**config.mk**
```make
export PLATFORM = sky130hd
export DESIGN_NAME = seq_alu
export DESIGN_NICKNAME = d
export VERILOG_FILES = /design/src/rtl/seq_alu.sv
export SDC_FILE = /design/constraint.sdc
export NUM_CORES = 1
export LEC_CHECK = 0
export BUFFER_PORTS_ARGS = -buffer_cell sky130_fd_sc_hd__buf_2
export CORE_MARGIN = 2
export CORE_UTILIZATION = 40
export DETAILED_ROUTE_END_ITERATION = 16
export GPL_TIMING_DRIVEN = 0
export REMOVE_ABC_BUFFERS = 1
export SLEW_MARGIN = 20
export SYNTH_ARGS = -nofsm -noshare
export SYNTH_HDL_FRONTEND = slang
export SYNTH_SLANG_ARGS = --single-unit
```
**constraint.sdc**
```tcl
create_clock -name clk -period 3.8 [get_ports clk]
set_clock_uncertainty 0.1 [all_clocks]
set_input_delay 0.19 -clock clk [delete_from_list [all_inputs] [get_ports clk]]
set_output_delay 0.19 -clock clk [all_outputs]
set_load 0.02 [all_outputs]
```
**src/rtl/seq_alu.sv**
```systemverilog
// seq_alu: sequential ALU with single-cycle logic/arith ops and a WIDTH-cycle shift-add signed multiply.
// Define SEQ_ALU_MULHI_EN to add result_hi, the upper half of the signed multiply product.
module seq_alu #(
    parameter int WIDTH = 16
) (
    input  logic             clk,
    input  logic             reset,
    input  logic             start,
    input  logic [2:0]       operation,
    input  logic [WIDTH-1:0] a,
    input  logic [WIDTH-1:0] b,
    output logic             busy,
    output logic             done,
    output logic [WIDTH-1:0] result,
    output logic             zero
`ifdef SEQ_ALU_MULHI_EN
    ,
    output logic [WIDTH-1:0] result_hi
`endif
);
    localparam logic [2:0] OP_MUL = 3'b100;
    localparam int CW = $clog2(WIDTH);

    typedef enum logic [1:0] {IDLE, MUL, FIN} state_t;

    state_t             state, state_nx;
    logic [2:0]         op_r;
    logic [WIDTH-1:0]   a_r, b_r, mag_a, mul_lo, alu_res;
    logic               neg, accept, shift_big;
    logic [2*WIDTH-1:0] prod;
    logic [WIDTH:0]     psum;
    logic [CW-1:0]      cnt;
`ifdef SEQ_ALU_MULHI_EN
    logic [2*WIDTH-1:0] mul_full;
`endif

    // busy stays high through the done cycle so the next acceptance waits one idle cycle
    assign busy   = (state != IDLE) || done;
    assign accept = start && !busy;
    assign psum   = {1'b0, prod[2*WIDTH-1:WIDTH]} + {1'b0, (prod[0] ? mag_a : '0)};

    always_ff @(posedge clk) begin
        if (reset) state <= IDLE;
        else       state <= state_nx;
    end

    always_comb begin
        state_nx = (state == IDLE) ? (accept ? ((operation == OP_MUL) ? MUL : FIN) : IDLE) :
                   (state == MUL)  ? ((cnt == CW'(WIDTH - 1)) ? FIN : MUL) : IDLE;
    end

    always_comb begin
        shift_big = b_r >= WIDTH'(WIDTH);
`ifdef SEQ_ALU_MULHI_EN
        mul_full = neg ? -prod : prod;
        mul_lo   = mul_full[WIDTH-1:0];
`else
        mul_lo   = neg ? -prod[WIDTH-1:0] : prod[WIDTH-1:0];
`endif
        alu_res = '0;
        case (op_r)
            3'b000:  alu_res = a_r + b_r;
            3'b001:  alu_res = b_r - a_r;
            3'b010:  alu_res = a_r & b_r;
            3'b011:  alu_res = a_r | b_r;
            3'b100:  alu_res = mul_lo;
            3'b101:  alu_res = shift_big ? '0 : a_r << b_r;
            3'b110:  alu_res = shift_big ? '0 : a_r >> b_r;
            default: alu_res = WIDTH'($signed(b_r) < $signed(a_r));
        endcase
    end

    always_ff @(posedge clk) begin
        if (reset) begin
            done   <= 1'b0;
            result <= '0;
            zero   <= 1'b1;
            prod   <= '0;
            cnt    <= '0;
            op_r   <= '0;
            a_r    <= '0;
            b_r    <= '0;
            mag_a  <= '0;
            neg    <= 1'b0;
`ifdef SEQ_ALU_MULHI_EN
            result_hi <= '0;
`endif
        end else begin
            done <= (state == FIN);
            if (accept) begin
                op_r  <= operation;
                a_r   <= a;
                b_r   <= b;
                mag_a <= a[WIDTH-1] ? -a : a;
                prod  <= {{WIDTH{1'b0}}, (b[WIDTH-1] ? -b : b)};
                neg   <= a[WIDTH-1] ^ b[WIDTH-1];
                cnt   <= '0;
            end
            // shift-add: carry-extended upper half plus multiplier bits shifting out the bottom
            if (state == MUL) begin
                prod <= {psum, prod[WIDTH-1:1]};
                cnt  <= cnt + 1'b1;
            end
            if (state == FIN) begin
                result <= alu_res;
                zero   <= (alu_res == '0);
`ifdef SEQ_ALU_MULHI_EN
                result_hi <= (op_r == OP_MUL) ? mul_full[2*WIDTH-1:WIDTH] : '0;
`endif
            end
        end
    end
endmodule

```
* After elaboration in Yosys (flattened, before gate mapping)
Index checks and enable logic that the tools add are counted.
** Storage, ports and cells
- Register bits :: 108
- Input bits :: 38
- Output and inout port bits :: 19
- Logic and storage cells :: 59
** Cells by class
- Add/sub/neg operators :: 7
- $lt $le $gt $ge :: 2
- Equality and inequality tests :: 10
- Shifts and indexed selects :: 2
- Multiplexer cells :: 16
- Bitwise operators :: 3
- Reduce and logical (&&, ||, !) cells :: 8
** Operator list (number)
- $pmux W16 S7 :: 1
- $mux W16 :: 6
- $mux W32 :: 2
- $neg A16 Y16 :: 3
- $add A16 B16 Y17 :: 1
- $add A16 B16 Y16 :: 1
- $and A16 B16 Y16 :: 1
- $ge A16 B5 Y1 const B :: 1
- $logic_not A16 Y1 :: 1
- $lt A16 B16 Y1 :: 1
- $or A16 B16 Y16 :: 1
- $shl A16 B16 Y16 :: 1
- $shr A16 B16 Y16 :: 1
- $sub A16 B16 Y16 :: 1
- $eq A3 B3 Y1 const B :: 4
- $mux W2 :: 5
- $mux W4 :: 2
- $eq A3 B2 Y1 const B :: 2
- $add A4 B1 Y4 const B :: 1
- $eq A4 B4 Y1 const B :: 1
- $reduce_bool A2 Y1 :: 2
- $eq A3 B1 Y1 const B :: 1
- $logic_not A3 Y1 :: 1
- $eq A2 B1 Y1 const B :: 1
- other kinds (6) :: 6

* Longest topological paths before layout
Gate-level depths: netlist of run 1.
- Depth after elaboration :: 6
- Depth in mapped cells :: 14
- Mapped depth without buffers :: 13

* Least setup slack after synthesis of run 1
No wires, ideal clock.
- Path kind :: register to register
- Start :: register b_r[1]
- End :: register zero
- Library setup time :: 0.060 ns
- Arrival :: 3.026 ns
- Required time :: 3.640 ns
- Path slack :: 0.614 ns
- Stages on the path, launching flop included :: 14
- Path buffers :: 2
- Period minus slack after synthesis :: 3.186 ns
- Path through :: dfxtp_1 > buf_4 > buf_2 > inv_1 > ha_1 > o21bai_1 > a2111oi_1 > a21boi_0 > o21ai_0 > xor2_1 > a21o_1 > nor4_1 > and4_1 > a41o_1
** On the way
- Word-level cells in the longest chain between the ends :: 4
- Elaborated cells on any way between the ends :: 12
- Those cells by class :: add/sub: 2; order compare: 2; shift: 2; mux: 3; bitwise: 2; reduce/logical: 1
** Ends and longest elaborated chain
- start: declaration :: line 28 : logic [WIDTH-1:0] a_r, b_r, mag_a, mul_lo, alu_res;
- start signal: assignment :: line 82 : b_r <= '0;
- start signal: assignment :: line 93 : b_r <= b;
- $ge A16 B5 Y1, or another cell as far along :: line 53 : shift_big = b_r >= WIDTH'(WIDTH);
- $mux W16, on equally long branches :: line 68, 67
- $pmux W16 S7 (*) :: line 61 : case (op_r)
- $logic_not A16 Y1 (*) :: line 106 : zero <= (alu_res == '0);
- end signal: assignment :: line 106
- end: declaration :: line 15 : output logic zero
Mark *: on every way between the ends. The rest lies on a longest branch, timed or not.
A chain may end at the register's enable or synchronous reset.

* Final worst setup path of run 1
- Start :: register b_r[12]
- End :: register zero
Same word-level chain as after synthesis.

==> key figures, run 1 <==
Run status
  – Status: finished, final reports clean

STA
  – Final hold viol count: 0
  – RSZ-0062 raised after global routing: false
  – Final period util: 96.79%
  – Slew at the pin closest to its max-slew limit: 1.137 ns
  – Fmax: 271.9 MHz
  – Final setup violating endpoints: 0
  – Period minus WS final: 3.678 ns
  – PnR worst setup slack: 0.1220 ns
  – Final TNS setup: 0 ns
  – Final hold slack: 0.007800 ns
  – Final Max Slew Viols: 0
  – Relative slew slack: 24.21%

Floorplan
  – Core area: 0.02340 mm^2
  – Chip Width: 158.3 um
  – Height of the die: 158.3 um
  – Die ar.: 0.02507 mm^2
  – # rows: 56
  – IO Count: 57
  – Initial Util: 40.71%

Global route
  – Number of global-route vias before repair: 8517
  – GRT Resource Usage Total: 24.20%
  – GRT overflow: 0
  – First-pass GRT wire length: 47290 um
  – Largest net degree at the start of global routing: 72
  – Initial antenna violation count: 0

Detailed routing
  – Total number of vias: 9285
  – WL met3: 1870 um
  – Residual DRC: 0
  – Drt pass-1 iters: 5
  – Routed Antenna Nets: 0
  – Metal-1 WL: 13990 um
  – Top layer reached by signal wires: met4
  – DR WL met2: 13330 um
  – DRT Wirelength: 29870 um
  – Post-detailed-route wirelength per cell: 18.85 um
  – Vias per std cell: 5.858
  – DRT iter0 DRCs: 780

Pwr
  – Total power: 3.407 mW
  – Worst ir drop on vdd: 0.2204 mV
  – Cell Int Power: 2.162 mW
  – PwrDens: 321.4 mW/mm^2
  – Leakage: 4.042 nW
  – Switching share of total power: 36.54%
  – Combinational fraction of design power: 31.5%
  – Flop pwr share: 38.9%
  – Clock power share: 29.6%
  – NetSw: 1.245 mW

Synthesis
  – Ys flop type: dfxtp_1
  – Post-Syn Instances: 1261
  – Post-synthesis cell type count: 76
  – Post-synth ARST share: 0%
  – Post-synthesis sequential area ratio: 22.48%
  – Synthesis Warnings: 0
  – Post-synth EDFFs: 0
  – Synthesized area per cell: 7.556 um^2
  – Register bit total from synthesis: 107
  – Mapped Area: 0.009528 mm^2

Placement
  – GPL Wtd Cong: 0.9906
  – Pre-CTS setup slack: -0.3601 ns
  – Number of buffer cells added on primary ports: 56
  – Post-DP Area: 0.01002 mm^2
  – Final HPWL from detailed placement: 21640 um
  – Placed cell count: 1549

CTS
  – Clk_lat worst skew: 0.37 ns
  – Worst-path clk slew: 0.08 ns
  – Root buf cell: clkbuf_16
  – Clk sinks: 107
  – CTS tree: done
  – Clock buffer depth: 2
  – CTS HTree Levels: 3
  – TritonCTS buffer count: 9

Finish
  – Layout cells sized above 1: 11.37%
  – Layout area overhead: 11.27%
  – Finished Cell Area: 0.01060 mm^2
  – Final Non-Filler Cells: 1585
  – Post-layout nets: 1370
  – Commonest non-fill, non-tap cell in the layout: nand2_1
  – Most frequent cells in the layout: nand2_1, a21oi_1, nor2_1
  – Filler cells: 2404
  – Diode count: 0
  – Final core utilization: 45.30%

Worst setup path
  – Crit path cell chain: nor4_1, nand4_1, o21a_1, a221oi_1, a311oi_2, o2111ai_1, nor4_1, and4_1, a41o_1
  – Setup CP Type: reg2reg
  – Family with the most delay on the worst path: simple AND/OR/NAND/NOR gates
  – Worst setup SP type: flip-flop
  – CP max FO: 8
  – Slowest CP cell: nor4_1
  – Buf/Inv on CP: 0
  – Worst EP required: 3.96 ns
  – Crit end category: flip-flop
  – Cell mode on critical path: nor4_1
  – Crit path DAT: 3.83 ns
  – Slowest stage delay, CP: 0.85 ns

Run
  – Max Cap Violations: 0

Worst hold path
  – Min-Delay Path Class: in2reg
==> cells by family after synthesis <==
kind of cell | share of synthesized area, %
AO/OA/AOI/OAI | 25.40
XOR/XNOR | 5.607
adder cells (fa/ha/maj) | 9.560
buffers and inverters | 6.395
flip-flops | 22.48
multiplexers | 8.194
AND/OR/NAND/NOR | 22.36
==> sequential cells by signal (all words and copies together) (netlist names) <==
| signal | count |
|---|---|
| cnt | 4 |
| neg | 1 |
| mag_a | 15 |
| done | 1 |
| zero | 1 |
| b_r | 16 |
| prod | 32 |
| op_r | 3 |
| result | 16 |
| a_r | 16 |
| state | 2 |
==> synthesized netlist by cell type (26+ instances only) <==
library cell	n	area, um^2
nand2_1	168	630.6
a21oi_1	123	615.6
dfxtp_1	107	2142
nor2_1	101	379.1
ha_1	68	850.8
clkbuf_1	64	240.2
inv_1	54	202.7
o21ai_0	48	240.2
a211oi_1	37	277.8
nand3_1	35	175.2
xnor2_1	35	306.5
nor3_1	33	165.2
xor2_1	26	227.7
==> path summary, 6_finish.rpt <==
check             cells past startpoint  slack [ns]                     end                   start
setup / recovery                      9        0.12       zero$_SDFFE_PP1P_    b_r[12]$_SDFFE_PP0P_
hold / removal                        3       0.008    a_r[13]$_SDFFE_PP0P_                   a[13]
setup reg to reg                      9        0.12       zero$_SDFFE_PP1P_    b_r[12]$_SDFFE_PP0P_
hold reg to reg                       2        0.35  mag_a[12]$_SDFFE_PP0P_  mag_a[12]$_SDFFE_PP0P_
==> worst reg2reg max path, stage by stage, from the launching register on <==
cell and delay [ns]:
dfxtp_1 0.39, nor4_1 0.86, nand4_1 0.51, o21a_1 0.32
a221oi_1 0.59, a311oi_2 0.14, o2111ai_1 0.15, nor4_1 0.08
and4_1 0.19, a41o_1 0.23
==> power by group through the flow <==
stage | sequential, mW | clock (mW) | combinational [mW]
final | 1.33 | 1.01 | 1.07
after floorplan | 1.33 | 0 | 0.670
after global placement | 1.37 | 0 | 0.962
after CTS | 1.33 | 1.02 | 1.04
after global routing | 1.34 | 1.07 | 1.18
after detailed placement | 1.36 | 0 | 1.01
==> per-layer routing <==
metal  up-vias  track usage (%)
li1       4563                -
met3        47            4.110
met2       285            37.78
met4         0            7.808
met5         -                0
met1      4390            33.99
==> area by class of cell <==
cell class / instances / area (um^2) / area share, %
inverters: 56 / 214.0 / 2.018
multi-input cells: 1003 / 6845 / 64.57
flip-flops and latches: 107 / 2160 / 20.37
well taps: 319 / 399.1 / 3.765
clock buffers: 11 / 242.7 / 2.290
repair buffers: 84 / 673.1 / 6.350
clock inverters: 5 / 67.56 / 0.6373
==> repair_timing <==
action                     4_1_cts  5_1_grt
setup buffers                    2        1
setup endpoints to repair        4        3
hold endpoints to repair        17        0
hold buffers                    17        0
gates resized for setup          7        9
pin swaps                        0        1
(Power assumes the default switching activity.)
==> inputs of run 2 (changes only) <==
--- a/config.mk
+++ b/config.mk
@@ -10,6 +10,7 @@
 export CORE_UTILIZATION = 40
 export DETAILED_ROUTE_END_ITERATION = 16
 export GPL_TIMING_DRIVEN = 0
+export PLACE_DENSITY = 0.56
 export REMOVE_ABC_BUFFERS = 1
 export SLEW_MARGIN = 20
 export SYNTH_ARGS = -nofsm -noshare
==> run 2 against run 1 <==
  * Hold slack lost 0.0073 ns
  * Non-clock buffer count shrank 5
  * Register-to-register slack gained 0.08 ns
==> key figures, run 2 (same netlist as run 1, synthesis figures left out) <==
Detailed routing
  – Drt pass-1 iters: 5 (unchanged)
  – Post-detailed-route wirelength per cell: 19.31 um (was 18.85 um)
  – Routed Antenna Nets: 0 (unchanged)
  – Vias per std cell: 5.855 (was 5.858)
  – DRT Wirelength: 30510 um (was 29870 um)
  – DRT iter0 DRCs: 809 (was 780)
  – Total number of vias: 9251 (was 9285)
  – Residual DRC: 0 (unchanged)

CTS
  – TritonCTS buffer count: 9 (unchanged)
  – Worst-path clk slew: 0.08 ns (about the same)
  – Clk_lat worst skew: 0.36 ns (was 0.37 ns)
  – Root buf cell: clkbuf_16 (unchanged)
  – CTS tree: done (unchanged)
  – Clk sinks: 107 (unchanged)
  – Clock buffer depth: 2 (unchanged)
  – CTS HTree Levels: 3 (unchanged)

Worst setup path
  – Worst EP required: 4.00 ns (was 3.96 ns)
  – Crit path DAT: 3.80 ns (was 3.83 ns)
  – Crit end category: flip-flop (unchanged)
  – CP max FO: 36 (was 8)
  – Setup CP Type: reg2reg (unchanged)
  – Worst setup SP type: flip-flop (unchanged)

Placement
  – Pre-CTS setup slack: -0.3689 ns (was -0.3601 ns)
  – GPL Wtd Cong: 0.9486 (was 0.9906)
  – Final HPWL from detailed placement: 22180 um (was 21640 um)
  – Number of buffer cells added on primary ports: 56 (unchanged)
  – Placed cell count: 1549 (unchanged)

Floorplan
  – Chip Width: 158.3 um (unchanged)
  – Height of the die: 158.3 um (unchanged)
  – Initial Util: 40.71% (unchanged)
  – # rows: 56 (unchanged)
  – Die ar.: 0.02507 mm^2 (unchanged)
  – Core area: 0.02340 mm^2 (unchanged)
  – IO Count: 57 (unchanged)

STA
  – Final setup violating endpoints: 0 (unchanged)
  – RSZ-0062 raised after global routing: false (unchanged)
  – Slew at the pin closest to its max-slew limit: 1.122 ns (was 1.137 ns)
  – Relative slew slack: 25.21% (was 24.21%)
  – Final period util: 94.64% (was 96.79%)
  – PnR worst setup slack: 0.2037 ns (was 0.1220 ns)
  – Final Max Slew Viols: 0 (unchanged)
  – Final hold viol count: 0 (unchanged)
  – Period minus WS final: 3.596 ns (was 3.678 ns)
  – Fmax: 278.1 MHz (was 271.9 MHz)

Worst hold path
  – Min-Delay Path Class: in2reg (unchanged)

Pwr
  – Leakage: 4.020 nW (was 4.042 nW)
  – Total power: 3.332 mW (was 3.407 mW)
  – Worst ir drop on vdd: 0.2075 mV (was 0.2204 mV)
  – PwrDens: 315.9 mW/mm^2 (was 321.4 mW/mm^2)

Finish
  – Most frequent cells in the layout: nand2_1, a21oi_1, nor2_1 (unchanged)
  – Reg area: 0.002163 mm^2 (was 0.002160 mm^2)
  – Commonest non-fill, non-tap cell in the layout: nand2_1 (unchanged)
  – Post-layout nets: 1365 (was 1370)
  – Number of flip-flops in the largest register: 32 (unchanged)
  – Filler cells: 2449 (was 2404)
  – Footprint of the multi-input gates: 0.006862 mm^2 (was 0.006845 mm^2)
  – Most flops, register: prod (unchanged)
  – Diode count: 0 (unchanged)
  – Final Non-Filler Cells: 1580 (was 1585)
  – Layout cells sized above 1: 11.97% (was 11.37%)
  – Layout area overhead: 10.70% (was 11.27%)

Global route
  – GRT overflow: 0 (unchanged)
  – GRT Resource Usage Total: 24.53% (was 24.20%)
  – Number of global-route vias before repair: 8442 (was 8517)
  – Largest net degree at the start of global routing: 72 (unchanged)
  – Initial antenna violation count: 0 (unchanged)
  – First-pass GRT wire length: 47680 um (was 47290 um)

Run status
  – Status: finished, final reports clean (unchanged)

Run
  – Max Cap Violations: 0 (unchanged)
==> run 2: cell count changes in the layout (fill, tap and decap cells not counted), moves of 2 or more <==
cell,before,now
dfxtp_2,5,8
clkinv_4,2,0
buf_4,2,4
dfxtp_1,99,96
dlygate4sd3_1,17,10
clkinv_2,0,2
==> run 2: report_power, final <==
group,switching (mW),internal (mW)
combinational,0.648,0.434
sequential,0.136,1.19
clock,0.455,0.469
==> run 2: timing repair <==
item / CTS / global route
setup buffers: 2 / 3
hold buffers: 10 / 0
endpoints found under the setup margin: 4 / 3
gates resized for setup: 7 / 15
endpoints found under the hold margin: 11 / 0
==> run 2: area by class of cell <==
class / instances / area share, %
Tap cell: 319 / 3.784
Clock inverter: 5 / 0.3559
Sequential cell: 107 / 20.51
Multi-Input combinational cell: 1003 / 65.05
Clock buffer: 11 / 2.301
Timing Repair Buffer: 79 / 5.967
Inverter: 56 / 2.028
==> run 2: final timing paths <==
check,depth (start not counted),end,slack (ns),startpoint
hold / removal,3,a_r[8]$_SDFFE_PP0P_,0.0005,a[8]
hold reg to reg,2,mag_a[10]$_SDFFE_PP0P_,0.35,mag_a[10]$_SDFFE_PP0P_
setup reg to reg,12,zero$_SDFFE_PP1P_,0.20,b_r[2]$_SDFFE_PP0P_
setup / recovery,12,zero$_SDFFE_PP1P_,0.20,b_r[2]$_SDFFE_PP0P_
==> run 2: critical path: stages, from the launching register on <==
cell       delay [ns]
dfxtp_2          0.51
buf_12           0.25
inv_2            0.14
ha_2             0.47
nor3_1           0.11
a2111oi_4        0.46
a21boi_0         0.14
o21ai_0          0.23
xor2_1           0.13
a21o_1           0.19
nor4_1           0.32
and4_1           0.29
a41o_1           0.18
==> run 2: per-stage QoR <==
step | hold WS, ns | util (%) | instance area [um^2] | TNS [ns]
finish | 0.0005096 | 45.07 | 10550 | 0
global route | 0.005986 | 45.07 | 10550 | 0
CTS | 0.0009340 | 44.69 | 10460 | 0
detailed placement | 0.3404 | 42.85 | 10030 | -1.021
global placement | 0.3362 | 41.91 | 9808 | -27.73
floorplan | 0.1591 | - | 9129 | -2.001
==> run 2: metal layers <==
| layer | vias up | part of all wire [%] | track usage, % |
|---|---|---|---|
| met5 | - | 0 | 0 |
| met3 | 41 | 6.1 | 3.430 |
| met2 | 273 | 44 | 37.31 |
| met1 | 4387 | 48 | 35.98 |
| li1 | 4550 | - | - |
| met4 | 0 | 2.3 | 7.250 |
==> inputs of run 3 (changes only) <==
--- a/config.mk
+++ b/config.mk
@@ -6,11 +6,13 @@
 export NUM_CORES = 1
 export LEC_CHECK = 0
 export BUFFER_PORTS_ARGS = -buffer_cell sky130_fd_sc_hd__buf_2
+export CELL_PAD_IN_SITES_DETAIL_PLACEMENT = 2
+export CELL_PAD_IN_SITES_GLOBAL_PLACEMENT = 2
 export CORE_MARGIN = 2
-export CORE_UTILIZATION = 40
+export CORE_UTILIZATION = 37
 export DETAILED_ROUTE_END_ITERATION = 16
 export GPL_TIMING_DRIVEN = 0
-export PLACE_DENSITY = 0.56
+export PLACE_DENSITY = 0.82
 export REMOVE_ABC_BUFFERS = 1
 export SLEW_MARGIN = 20
 export SYNTH_ARGS = -nofsm -noshare
==> run 3 against run 2 <==
  * The flow now finishes with violations (negative hold slack)
  * First-iteration DRC count is 15% lower
  * Register-to-register slack worse by 0.12 ns
  * Largest power group unchanged
  * Count of clock-buffer cells in the layout decreased by 1
  * Critical path type unchanged
  * Final cell count increased by 0.70%
  * Highest routed layer unchanged
==> key figures, run 3 (same netlist as run 1, synthesis figures left out) <==
Pwr
  – PwrDens: 333.0 mW/mm^2 (was 315.9 mW/mm^2)
  – Total power: 3.540 mW (was 3.332 mW)
  – Leakage: 4.037 nW (was 4.020 nW)
  – Worst ir drop on vdd: 0.2525 mV (was 0.2075 mV)

Detailed routing
  – Post-detailed-route wirelength per cell: 23.97 um (was 19.31 um)
  – Total number of vias: 9833 (was 9251)
  – Drt pass-1 iters: 5 (unchanged)
  – DRT iter0 DRCs: 688 (was 809)
  – Vias per std cell: 6.180 (was 5.855)
  – Residual DRC: 0 (unchanged)
  – DRT Wirelength: 38130 um (was 30510 um)
  – Routed Antenna Nets: 0 (unchanged)

Finish
  – Final core utilization: 42.10% (was 45.07%)
  – Filler cells: 2922 (was 2449)
  – Commonest non-fill, non-tap cell in the layout: nand2_1 (unchanged)
  – Layout cells sized above 1: 12.29% (was 11.97%)
  – Diode count: 0 (unchanged)
  – Post-layout nets: 1366 (was 1365)
  – Layout area overhead: 11.58% (was 10.70%)
  – Most frequent cells in the layout: nand2_1, a21oi_1, nor2_1 (unchanged)
  – Number of flip-flops in the largest register: 32 (unchanged)
  – Footprint of the multi-input gates: 0.006900 mm^2 (was 0.006862 mm^2)
  – Most flops, register: prod (unchanged)
  – Reg area: 0.002168 mm^2 (was 0.002163 mm^2)

Worst setup path
  – Worst EP required: 3.96 ns (was 4.00 ns)
  – FF-to-FF path depth: 9 (was 12)
  – Crit path DAT: 3.88 ns (was 3.80 ns)
  – Crit end category: flip-flop (unchanged)
  – Setup slack, reg-to-reg: 0.08 ns (was 0.20 ns)
  – R2R Path Start: b_r[8]$_SDFFE_PP0P_ (was b_r[2]$_SDFFE_PP0P_)
  – CP max FO: 8 (was 36)
  – R2R Path End: zero$_SDFFE_PP1P_ (unchanged)
  – Worst setup SP type: flip-flop (unchanged)
  – Setup CP Type: reg2reg (unchanged)

CTS
  – Clk_lat worst skew: 0.37 ns (was 0.36 ns)
  – Clock buffer depth: 2 (unchanged)
  – CTS HTree Levels: 3 (unchanged)
  – Clk sinks: 107 (unchanged)
  – Worst-path clk slew: 0.08 ns (about the same)
  – Root buf cell: clkbuf_16 (unchanged)
  – TritonCTS buffer count: 9 (unchanged)
  – CTS tree: done (unchanged)

Global route
  – First-pass GRT wire length: 60300 um (was 47680 um)
  – GRT Resource Usage Total: 28.60% (was 24.53%)
  – Initial antenna violation count: 0 (unchanged)
  – Largest net degree at the start of global routing: 71 (was 72)
  – GRT overflow: 0 (unchanged)
  – Number of global-route vias before repair: 10530 (was 8442)

Run status
  – Failing checks: negative hold slack
  – Status: finished with violations (was finished, final reports clean)

STA
  – Final setup violating endpoints: 0 (unchanged)
  – Final hold viol count: 3 (was 0)
  – Fmax: 268.7 MHz (was 278.1 MHz)
  – Final hold slack: -0.002829 ns (was 0.0005096 ns)
  – Slew at the pin closest to its max-slew limit: 1.116 ns (was 1.122 ns)
  – Final TNS setup: 0 ns (unchanged)
  – Final Max Slew Viols: 0 (unchanged)
  – Final period util: 97.92% (was 94.64%)
  – Period minus WS final: 3.721 ns (was 3.596 ns)
  – Relative slew slack: 25.35% (was 25.21%)

Worst hold path
  – Min-Delay Path Class: in2reg (unchanged)
  – Worst hold path startpoint: a[4] (was a[8])
  – Worst hold path cell count: 3 (unchanged)
  – Hold path endpoint: a_r[4]$_SDFFE_PP0P_ (was a_r[8]$_SDFFE_PP0P_)

Floorplan
  – Initial Util: 37.73% (was 40.71%)
  – IO Count: 57 (unchanged)
  – Core area: 0.02525 mm^2 (was 0.02340 mm^2)
  – Chip Width: 164.5 um (was 158.3 um)
  – # rows: 58 (was 56)
  – Die ar.: 0.02705 mm^2 (was 0.02507 mm^2)
  – Height of the die: 164.5 um (was 158.3 um)

Placement
  – GPL Wtd Cong: 0.9368 (was 0.9486)
  – Final HPWL from detailed placement: 27360 um (was 22180 um)
  – Number of buffer cells added on primary ports: 56 (unchanged)

Run
  – Max Cap Violations: 0 (unchanged)
==> run 3: worst max-delay path by stage <==
stage	endpoint	depth (start not counted)	start
6_report	zero$_SDFFE_PP1P_	9	b_r[8]$_SDFFE_PP0P_
5_1_grt	zero$_SDFFE_PP1P_	12	b_r[0]$_SDFFE_PP0P_
4_1_cts	zero$_SDFFE_PP1P_	11	b_r[2]$_SDFFE_PP0P_
3_5_place_dp	zero$_SDFFE_PP1P_	10	b_r[3]$_SDFFE_PP0P_
3_3_place_gp	result[13]$_SDFFE_PP0P_	11	b_r[1]$_SDFFE_PP0P_
2_1_floorplan	zero$_SDFFE_PP1P_	11	b_r[1]$_SDFFE_PP0P_
==> run 3: layer usage <==
layer  vias to the layer above  wire (um)  track usage, %
met2                       247      18180           47.74
met4                         0        872           8.458
met3                        66       2018           4.671
met1                      4990      17060           37.99
met5                         -          0               0
li1                       4530          -               -
==> run 3: layout make-up <==
type / instances / share of cell area [%]
multi-input cells: 1003 / 64.91
clock inverters: 5 / 0.6355
well taps: 330 / 3.884
flip-flops and latches: 107 / 20.40
repair buffers: 80 / 5.920
clock buffers: 10 / 2.248
inverters: 56 / 2.012
==> run 3: timing repair <==
item,4_1_cts,5_1_grt
resized for setup,10,22
endpoints found under the hold margin,13,0
endpoints found under the setup margin,7,6
buffers inserted,3,0
hold buffers,13,0
==> run 3: report_power, final <==
part	switching [mW]	leakage (nW)	internal (mW)	total (mW)
clock network	0.506	0.151	0.538	1.04
registers	0.151	0.881	1.19	1.34
logic	0.716	3.00	0.439	1.16
==> run 3: per-stage QoR <==
stage                     cells  hold WS [ns]  setup slack [ns]  area (um^2)
after floorplan            1166        0.1591           -0.5295         9129
after global placement     1552        0.3357            -2.061         9822
after detailed placement   1560        0.3464           -0.7147        10030
after CTS                  1591     0.0004414          0.006902        10540
after global routing       1591       0.01469         -0.005440        10630
final                      1591     -0.002829           0.07894        10630
==> run 3: worst max-delay path, cell delays in order, from the launching register on <==
cell       delay [ns]
dfxtp_1          0.43
nor4_1           0.71
nand4_1          0.51
o21a_1           0.32
a221oi_1         0.66
a311oi_2         0.14
o2111ai_1        0.21
nor4_2           0.08
and4_1           0.19
a41o_1           0.24
